--- src/rtl/alu_mdu_if.sv ---
// alu_mdu_if: operand/result bundle between the EX-stage controller and alu_mdu.
// Latency: none, wires only.
// Backpressure: busy is the only flow control; the controller holds off while it is high.
interface alu_mdu_if #(
  parameter int WIDTH = 32
);
  logic             start;
  logic [3:0]       op;
  logic [WIDTH-1:0] A;
  logic [WIDTH-1:0] B;
  logic [WIDTH-1:0] C;
  logic             Zero;
  logic             busy;
  logic             done;
  logic [WIDTH-1:0] hi;
  logic [WIDTH-1:0] lo;

  modport master (
    output start, op, A, B,
    input  C, Zero, busy, done, hi, lo
  );

  modport slave (
    input  start, op, A, B,
    output C, Zero, busy, done, hi, lo
  );
endinterface

--- src/rtl/alu_mdu.sv ---
// alu_mdu: combinational ALU plus iterative multiply/divide engine writing HI/LO.
// Latency: ALU ops 0 cycles; MULT/DIV results WIDTH+1 edges after accept; divide by zero 1 edge.
// Backpressure: busy is high while the engine runs; starts seen during busy are dropped, not queued.
module alu_mdu #(
  parameter int WIDTH = 32
) (
  input logic      clk,
  input logic      rst,
  alu_mdu_if.slave bus
);

  localparam int SHW = $clog2(WIDTH);
  localparam int W2  = 2 * WIDTH;
  localparam logic [WIDTH-1:0] ONE  = WIDTH'(1);
  localparam logic [W2-1:0]    ONE2 = W2'(1);

  typedef enum logic [1:0] {IDLE, RUN, FIX} state_t;

  state_t state, state_nx;

  // ALU result, and shift amount taken from the low bits of A
  logic [WIDTH-1:0] c;
  logic [SHW-1:0]   shamt;

  // engine registers: r_hi/r_lo hold the running product or remainder/quotient,
  // m holds the multiplicand (MULT) or divisor (DIV)
  logic [WIDTH-1:0] r_hi, r_lo, m;
  logic [SHW-1:0]   cnt;
  logic             is_div, neg_q, neg_r, dz;

  // accept-time decode
  logic             mdu_op, accept, div_op, sgn_op, sa, sb, dz_in;
  logic [WIDTH-1:0] mag_a, mag_b;

  // per-iteration and sign-fix datapath
  logic [WIDTH:0]   mul_sum;
  logic [WIDTH:0]   div_sh;
  logic [WIDTH-1:0] div_diff;
  logic             div_ge;
  logic [W2-1:0]    prod, prod_fix;
  logic [WIDTH-1:0] quo_fix, rem_fix;
  logic             last_iter;

  assign shamt = bus.A[SHW-1:0];

  // combinational ALU; engine ops pass A through
  always_comb begin
    c = bus.A;
    case (bus.op)
      4'd0:    c = bus.A;
      4'd1:    c = bus.A + bus.B;
      4'd2:    c = bus.A - bus.B;
      4'd3:    c = bus.A & bus.B;
      4'd4:    c = bus.A | bus.B;
      4'd5:    c = {{(WIDTH-1){1'b0}}, ($signed(bus.A) < $signed(bus.B))};
      4'd6:    c = {{(WIDTH-1){1'b0}}, (bus.A < bus.B)};
      4'd7:    c = bus.B << shamt;
      4'd8:    c = ~(bus.A | bus.B);
      4'd9:    c = bus.A ^ bus.B;
      4'd10:   c = bus.B >> shamt;
      4'd11:   c = $signed(bus.B) >>> shamt;
      default: c = bus.A;
    endcase
  end

  assign bus.C    = c;
  assign bus.Zero = (c == '0);

  // ops 12..15 are engine ops; even encodings are the signed variants
  assign mdu_op = bus.op[3] & bus.op[2];
  assign accept = (state == IDLE) && bus.start && mdu_op;
  assign div_op = bus.op[1];
  assign sgn_op = ~bus.op[0];
  assign sa     = sgn_op & bus.A[WIDTH-1];
  assign sb     = sgn_op & bus.B[WIDTH-1];
  assign mag_a  = sa ? (~bus.A + ONE) : bus.A;
  assign mag_b  = sb ? (~bus.B + ONE) : bus.B;
  assign dz_in  = div_op && (bus.B == '0);

  // shift-add step: add multiplicand when the multiplier LSB is set, then shift right
  assign mul_sum = {1'b0, r_hi} + (r_lo[0] ? {1'b0, m} : '0);

  // restoring step: shift in next dividend bit, subtract divisor if it fits;
  // a kept difference is always below the divisor, so the low WIDTH bits suffice
  assign div_sh   = {r_hi, r_lo[WIDTH-1]};
  assign div_ge   = (div_sh >= {1'b0, m});
  assign div_diff = div_sh[WIDTH-1:0] - m;

  // sign correction; MIN/-1 falls out naturally since -MIN wraps to MIN
  assign prod     = {r_hi, r_lo};
  assign prod_fix = neg_q ? (~prod + ONE2) : prod;
  assign quo_fix  = neg_q ? (~r_lo + ONE) : r_lo;
  assign rem_fix  = neg_r ? (~r_hi + ONE) : r_hi;

  assign last_iter = (cnt == SHW'(WIDTH - 1));

  // state register
  always_ff @(posedge clk) begin
    if (rst) state <= IDLE;
    else     state <= state_nx;
  end

  // next state and busy
  always_comb begin
    state_nx = state;
    bus.busy = (state != IDLE);
    case (state)
      IDLE:    if (accept) state_nx = dz_in ? FIX : RUN;
      RUN:     if (last_iter) state_nx = FIX;
      FIX:     state_nx = IDLE;
      default: state_nx = IDLE;
    endcase
  end

  // engine datapath: latch operands on accept, iterate in RUN, publish in FIX
  always_ff @(posedge clk) begin
    if (rst) begin
      r_hi     <= '0;
      r_lo     <= '0;
      m        <= '0;
      cnt      <= '0;
      is_div   <= 1'b0;
      neg_q    <= 1'b0;
      neg_r    <= 1'b0;
      dz       <= 1'b0;
      bus.hi   <= '0;
      bus.lo   <= '0;
      bus.done <= 1'b0;
    end else begin
      bus.done <= 1'b0;
      case (state)
        IDLE: begin
          if (accept) begin
            is_div <= div_op;
            neg_q  <= sa ^ sb;
            neg_r  <= sa;
            dz     <= dz_in;
            cnt    <= '0;
            if (div_op) begin
              // divide by zero parks raw A in r_hi so FIX can return it as-is
              r_hi <= dz_in ? bus.A : '0;
              r_lo <= mag_a;
              m    <= mag_b;
            end else begin
              r_hi <= '0;
              r_lo <= mag_b;
              m    <= mag_a;
            end
          end
        end
        RUN: begin
          cnt <= cnt + SHW'(1);
          if (is_div) begin
            r_hi <= div_ge ? div_diff : div_sh[WIDTH-1:0];
            r_lo <= {r_lo[WIDTH-2:0], div_ge};
          end else begin
            r_hi <= mul_sum[WIDTH:1];
            r_lo <= {mul_sum[0], r_lo[WIDTH-1:1]};
          end
        end
        FIX: begin
          bus.done <= 1'b1;
          if (dz) begin
            bus.hi <= r_hi;
            bus.lo <= '1;
          end else if (is_div) begin
            bus.hi <= rem_fix;
            bus.lo <= quo_fix;
          end else begin
            bus.hi <= prod_fix[W2-1:WIDTH];
            bus.lo <= prod_fix[WIDTH-1:0];
          end
        end
        default: ;
      endcase
    end
  end

endmodule

--- src/flat_wrapper.sv ---
// flat-port wrapper written by rule: the top's interface ports become plain ports
module alu_mdu_flat 
#(
  parameter int WIDTH = 32
)
  (clk, rst, bus_start, bus_op, bus_A, bus_B, bus_C, bus_Zero, bus_busy, bus_done, bus_hi, bus_lo);
  alu_mdu_if #(.WIDTH(WIDTH)) bus_i ();
  input logic clk;
  input logic rst;
  input wire logic [$bits(bus_i.start)-1:0] bus_start;
  input wire logic [$bits(bus_i.op)-1:0] bus_op;
  input wire logic [$bits(bus_i.A)-1:0] bus_A;
  input wire logic [$bits(bus_i.B)-1:0] bus_B;
  output wire logic [$bits(bus_i.C)-1:0] bus_C;
  output wire logic [$bits(bus_i.Zero)-1:0] bus_Zero;
  output wire logic [$bits(bus_i.busy)-1:0] bus_busy;
  output wire logic [$bits(bus_i.done)-1:0] bus_done;
  output wire logic [$bits(bus_i.hi)-1:0] bus_hi;
  output wire logic [$bits(bus_i.lo)-1:0] bus_lo;
  assign bus_i.start = bus_start;
  assign bus_i.op = bus_op;
  assign bus_i.A = bus_A;
  assign bus_i.B = bus_B;
  assign bus_C = bus_i.C;
  assign bus_Zero = bus_i.Zero;
  assign bus_busy = bus_i.busy;
  assign bus_done = bus_i.done;
  assign bus_hi = bus_i.hi;
  assign bus_lo = bus_i.lo;
  alu_mdu #(.WIDTH(WIDTH)) u_core (.clk(clk), .rst(rst), .bus(bus_i));
endmodule
--- config.mk ---
export PLATFORM = sky130hd
export DESIGN_NAME = alu_mdu_flat
export DESIGN_NICKNAME = d
export VERILOG_FILES = /design/src/rtl/alu_mdu_if.sv /design/src/rtl/alu_mdu.sv /design/src/flat_wrapper.sv
export SDC_FILE = /design/constraint.sdc
export NUM_CORES = 1
export LEC_CHECK = 0
export ABC_AREA = 1
export CORE_ASPECT_RATIO = 1.1
export CORE_UTILIZATION = 44
export CTS_CLUSTER_SIZE = 30
export DETAILED_ROUTE_END_ITERATION = 6
export PLACE_DENSITY_LB_ADDON = 0.05
export REMOVE_ABC_BUFFERS = 1
export SKIP_LAST_GASP = 1
export SYNTH_ARGS = -nofsm -noshare
export SYNTH_HDL_FRONTEND = slang
export SYNTH_SLANG_ARGS = --single-unit
export TNS_END_PERCENT = 50
--- constraint.sdc ---
create_clock -name clk -period 6.1 [get_ports clk]
set_input_delay 0.61 -clock clk [delete_from_list [all_inputs] [get_ports clk]]
set_output_delay 0.61 -clock clk [all_outputs]
set_load 0.01 [all_outputs]
==> impl_metrics.toml <==
[critical_path]
rr_startpoint = "u_core.r_lo[0]$_SDFFE_PP0P_"
r2r_slack_ps = 2280
max_stage_delay_ps = 780
cp-start-kind = "input port"
endpoint_kind = "output port"
rr_worst_depth = 20
r2r_end = "u_core.r_hi[21]$_SDFFE_PP0P_"
worstSetupPathType = "in -> out"
cp_data_required_time_ps = 5490
path_cells = "clkdlybuf4s50_1, nor2_2, nand2_1, nand2_1, buf_4, nor2_1, nand4_1, nor2_1, nand3_1, a21oi_1, nand3_1, nand2_1, nand3_1, nor2_1, nand2_1, nor2_1, clkdlybuf4s50_1"
worstPathArrival_ps = 5250
path_buf_inv = 3
cpMaxStageDelayCell = "clkdlybuf4s50_1"
crit_family = "simple AND/OR/NAND/NOR gates"
worstPathMaxFanout = 16
crit_path_start = "bus_op[1]"

[hold_path]
worstHoldStart = "u_core.cnt[4]$_SDFFE_PP0P_"
hp-class = "reg -> reg"
hold_end = "u_core.cnt[4]$_SDFFE_PP0P_"
whs_path_depth = 2

[global_routing]
grt_usage = 0.457
grt_pass1_wl_mm = 212
grt_pass1_vias = 32300
grt_max_degree = 104
antenna_found_initial = 5
gr-total-overflow = 0

[timing]
fin_crit_sh = 0.961
clock_skew_ps = 14.5
fin_ws_ps = 238
worstMarginPinSlew_ps = 1160
maxSlewViolCount = 0
rsz0062_at_grt = "false"
fmax_ghz = 0.171
finalHoldViolations = 0
relSlewSlack = 0.230
tns_ps = 0
min_period_ps = 5860
setup_viol = 0
hold-worst-slack_ps = 478

[clock_network]
cts_sinks = 172
clkTransAtPathRegs_ps = 80
cts_tree = "yes"
postCtsSetupBuffers = 0
numCtsBuffers = 17
ctsHoldBuffers = 0
htree_levels = 4
cts-root-buf = "clkbuf_16"
cts_repair_resize_count = 0
clockBufferDepth = 2
insertion_delay_ps = 470

[placed_design]
gp_congestion = 1.12
portBuffers = 169
dpl.cell_count = 5932
pre_cts_slack_ps = 538
dp_hpwl_mm = 121

[yosys]
synthSimpleGateAreaFrac = 0.435
synth_compound_area_frac = 0.180
synth_mux_area_frac = 0
syn-cell-area_um2 = 27300
ys_ff_latch = 172
synth_top_family_by_area = "simple AND/OR/NAND/NOR gates"
ys_types = 65
synth_xor_area_frac = 0.0421
yosysWarnings = 0
ys_async_sr_fraction = 0
synthAdderAreaFrac = 0.0818
synth-edff-count = 0
ys_dominant_reg_cell = "dfxtp_1"
yosysSeqAreaShare = 0.126
syn_inst = 5023
syn_area_per_cell_um2 = 5.43

[finish]
nNetsFinal = 5374
area.growth.synth_to_final_pct = 12.3
final_cells = 5970
drive_gt1_frac = 0.0533

[drt]
drt_iter0_drc = 4655
vias = 35600
totalWireLength_mm = 149
drc_errors = 4
viasPerCell = 5.96
wl_per_cell_um = 24.9
first_pass_iters = 7
postRouteAntennaNets = 0

[pwr]
clkPwrFrac = 0.237
p_switching_mw = 2.46
seqPwrFrac = 0.251
swShare = 0.493
p_int_mw = 2.52
p_leak_nw = 15.7
share_comb_of_total_power = 0.512
p_per_area_nw_per_um2 = 163
peakVddDrop_uv = 240

[die]
die_h_um = 263
die_area_um2 = 63000
placementRows = 95
core-area_um2 = 61200
pin_count = 170
start_util = 0.445
dieWidth_um = 239

[flow_run]
drv_cap = 0

[outcome]
violations = "DRC"
status = "complete, but fails checks"
[layout make-up]
class,instances,area (µm²)
well taps,824,1030
fillers,6902,30600
flip-flops and latches,172,3440
diodes,6,15.0
clock buffers,19,453
repair buffers,296,2640
clock inverters,13,165
multi-input cells,3926,20200
inverters,714,2680
[logic make-up after synthesis]
family / after synthesis
compound gates: 842
buf+inv: 925
simple gates: 2777
flops: 172
xor+xnor: 131
fa+ha+maj: 176
[Yosys cell counts (10+ instances only)]
library cell / n / share of area
nand2_1: 1434 / 0.20
inv_1: 691 / 0.095
nand3_1: 588 / 0.11
nor2_1: 504 / 0.069
a21oi_1: 329 / 0.060
o21ai_0: 259 / 0.048
dfxtp_1: 172 / 0.13
ha_1: 172 / 0.079
xor2_1: 120 / 0.039
clkbuf_1: 95 / 0.013
nand4_1: 95 / 0.022
buf_2: 68 / 0.012
nor3_1: 56 / 0.010
o211ai_1: 56 / 0.015
a31oi_1: 36 / 0.0083
o221ai_1: 27 / 0.0087
buf_1: 26 / 0.0036
o21bai_1: 22 / 0.0061
inv_2: 18 / 0.0025
o21ai_1: 16 / 0.0029
nand2_2: 15 / 0.0034
nor2_2: 15 / 0.0034
a211oi_1: 14 / 0.0039
nor4_1: 13 / 0.0030
a21o_1: 12 / 0.0033
nand3b_1: 11 / 0.0030
xnor2_1: 11 / 0.0035
and2_1: 10 / 0.0023
[layer usage]
layer | wire (µm) | share of wire | vias up | global-route usage
met5 | 13 | 0.000087 | - | 0
met4 | 16700 | 0.11 | 2 | 0.418
met3 | 14200 | 0.095 | 653 | 0.0921
met2 | 64700 | 0.44 | 2266 | 0.718
met1 | 53100 | 0.36 | 16100 | 0.520
li1 | - | - | 16600 | -
[per-stage QoR]
step	area, µm²	total power, mW	utilization
after floorplan	26300	2.69	-
after global placement	30000	3.72	0.490
after detailed placement	30000	3.71	0.490
after CTS	30600	4.87	0.500
after global routing	30600	5.18	0.500
final	30600	4.98	0.500
[sequential cells by signal, indices dropped and copies added (netlist names)]
register and count:
u_core.neg_q 1, u_core.neg_r 1, u_core.bus.done 1, u_core.cnt 5, u_core.bus.lo 32, u_core.is_div 1
u_core.m 32, u_core.state 2, u_core.bus.hi 32, u_core.r_lo 32, u_core.r_hi 32, u_core.dz 1
[worst register-to-register path, stage by stage (launching register included)]
cell	delay, ps
dfxtp_1	880
nand2_1	100
inv_1	90
ha_1	180
inv_1	60
fa_1	350
inv_1	100
nand3_1	70
nand2_1	200
a21oi_1	100
inv_1	100
nand2_1	70
nand2_1	180
nand2_1	100
nand2_1	150
nand3_1	270
nand3_1	150
nand3_1	160
nand3_1	170
nand2_1	100
a21oi_1	170
[worst max path at each step]
stage | end | slack, ps | depth (start not counted)
floorplan | u_core.r_lo[13]$_SDFFE_PP0P_ | 1080 | 7
global placement | bus_Zero | 460 | 19
detailed placement | bus_Zero | 540 | 19
CTS | bus_Zero | 520 | 19
global route | bus_Zero | 220 | 19
finish | bus_Zero | 240 | 17
[cell usage in the layout, fill, tap and decap left out, types with 10 or more instances in the layout]
master | Yosys | layout
nand3_1 | 588 | 588
nand3b_1 | 11 | 11
a21oi_1 | 329 | 329
a31oi_1 | 36 | 36
a21o_1 | 12 | 12
a211oi_1 | 14 | 14
inv_2 | 18 | 19
nor3_1 | 56 | 56
o211ai_1 | 56 | 56
nor2_2 | 15 | 17
nor2_4 | 7 | 10
o21ai_0 | 259 | 259
xor2_1 | 120 | 120
clkdlybuf4s50_1 | 0 | 165
nand2_2 | 15 | 15
and2_1 | 10 | 10
nor4_1 | 13 | 13
o221ai_1 | 27 | 27
nand4_1 | 95 | 95
ha_1 | 172 | 172
nand2_1 | 1434 | 1434
o21ai_1 | 16 | 16
o21bai_1 | 22 | 22
clkbuf_16 | 0 | 17
nor2_1 | 504 | 499
buf_4 | 9 | 126
inv_1 | 691 | 689
xnor2_1 | 11 | 11
dfxtp_1 | 172 | 171
[power groups by stage]
stage | clock [mW] | sequential (mW) | combinational [mW]
3_3_place_gp | 0 | 1.27 | 2.46
5_1_grt | 1.22 | 1.25 | 2.71
4_1_cts | 1.18 | 1.24 | 2.45
2_1_floorplan | 0 | 1.24 | 1.45
6_report | 1.18 | 1.25 | 2.55
3_5_place_dp | 0 | 1.27 | 2.44
(Power assumes the default switching activity.)
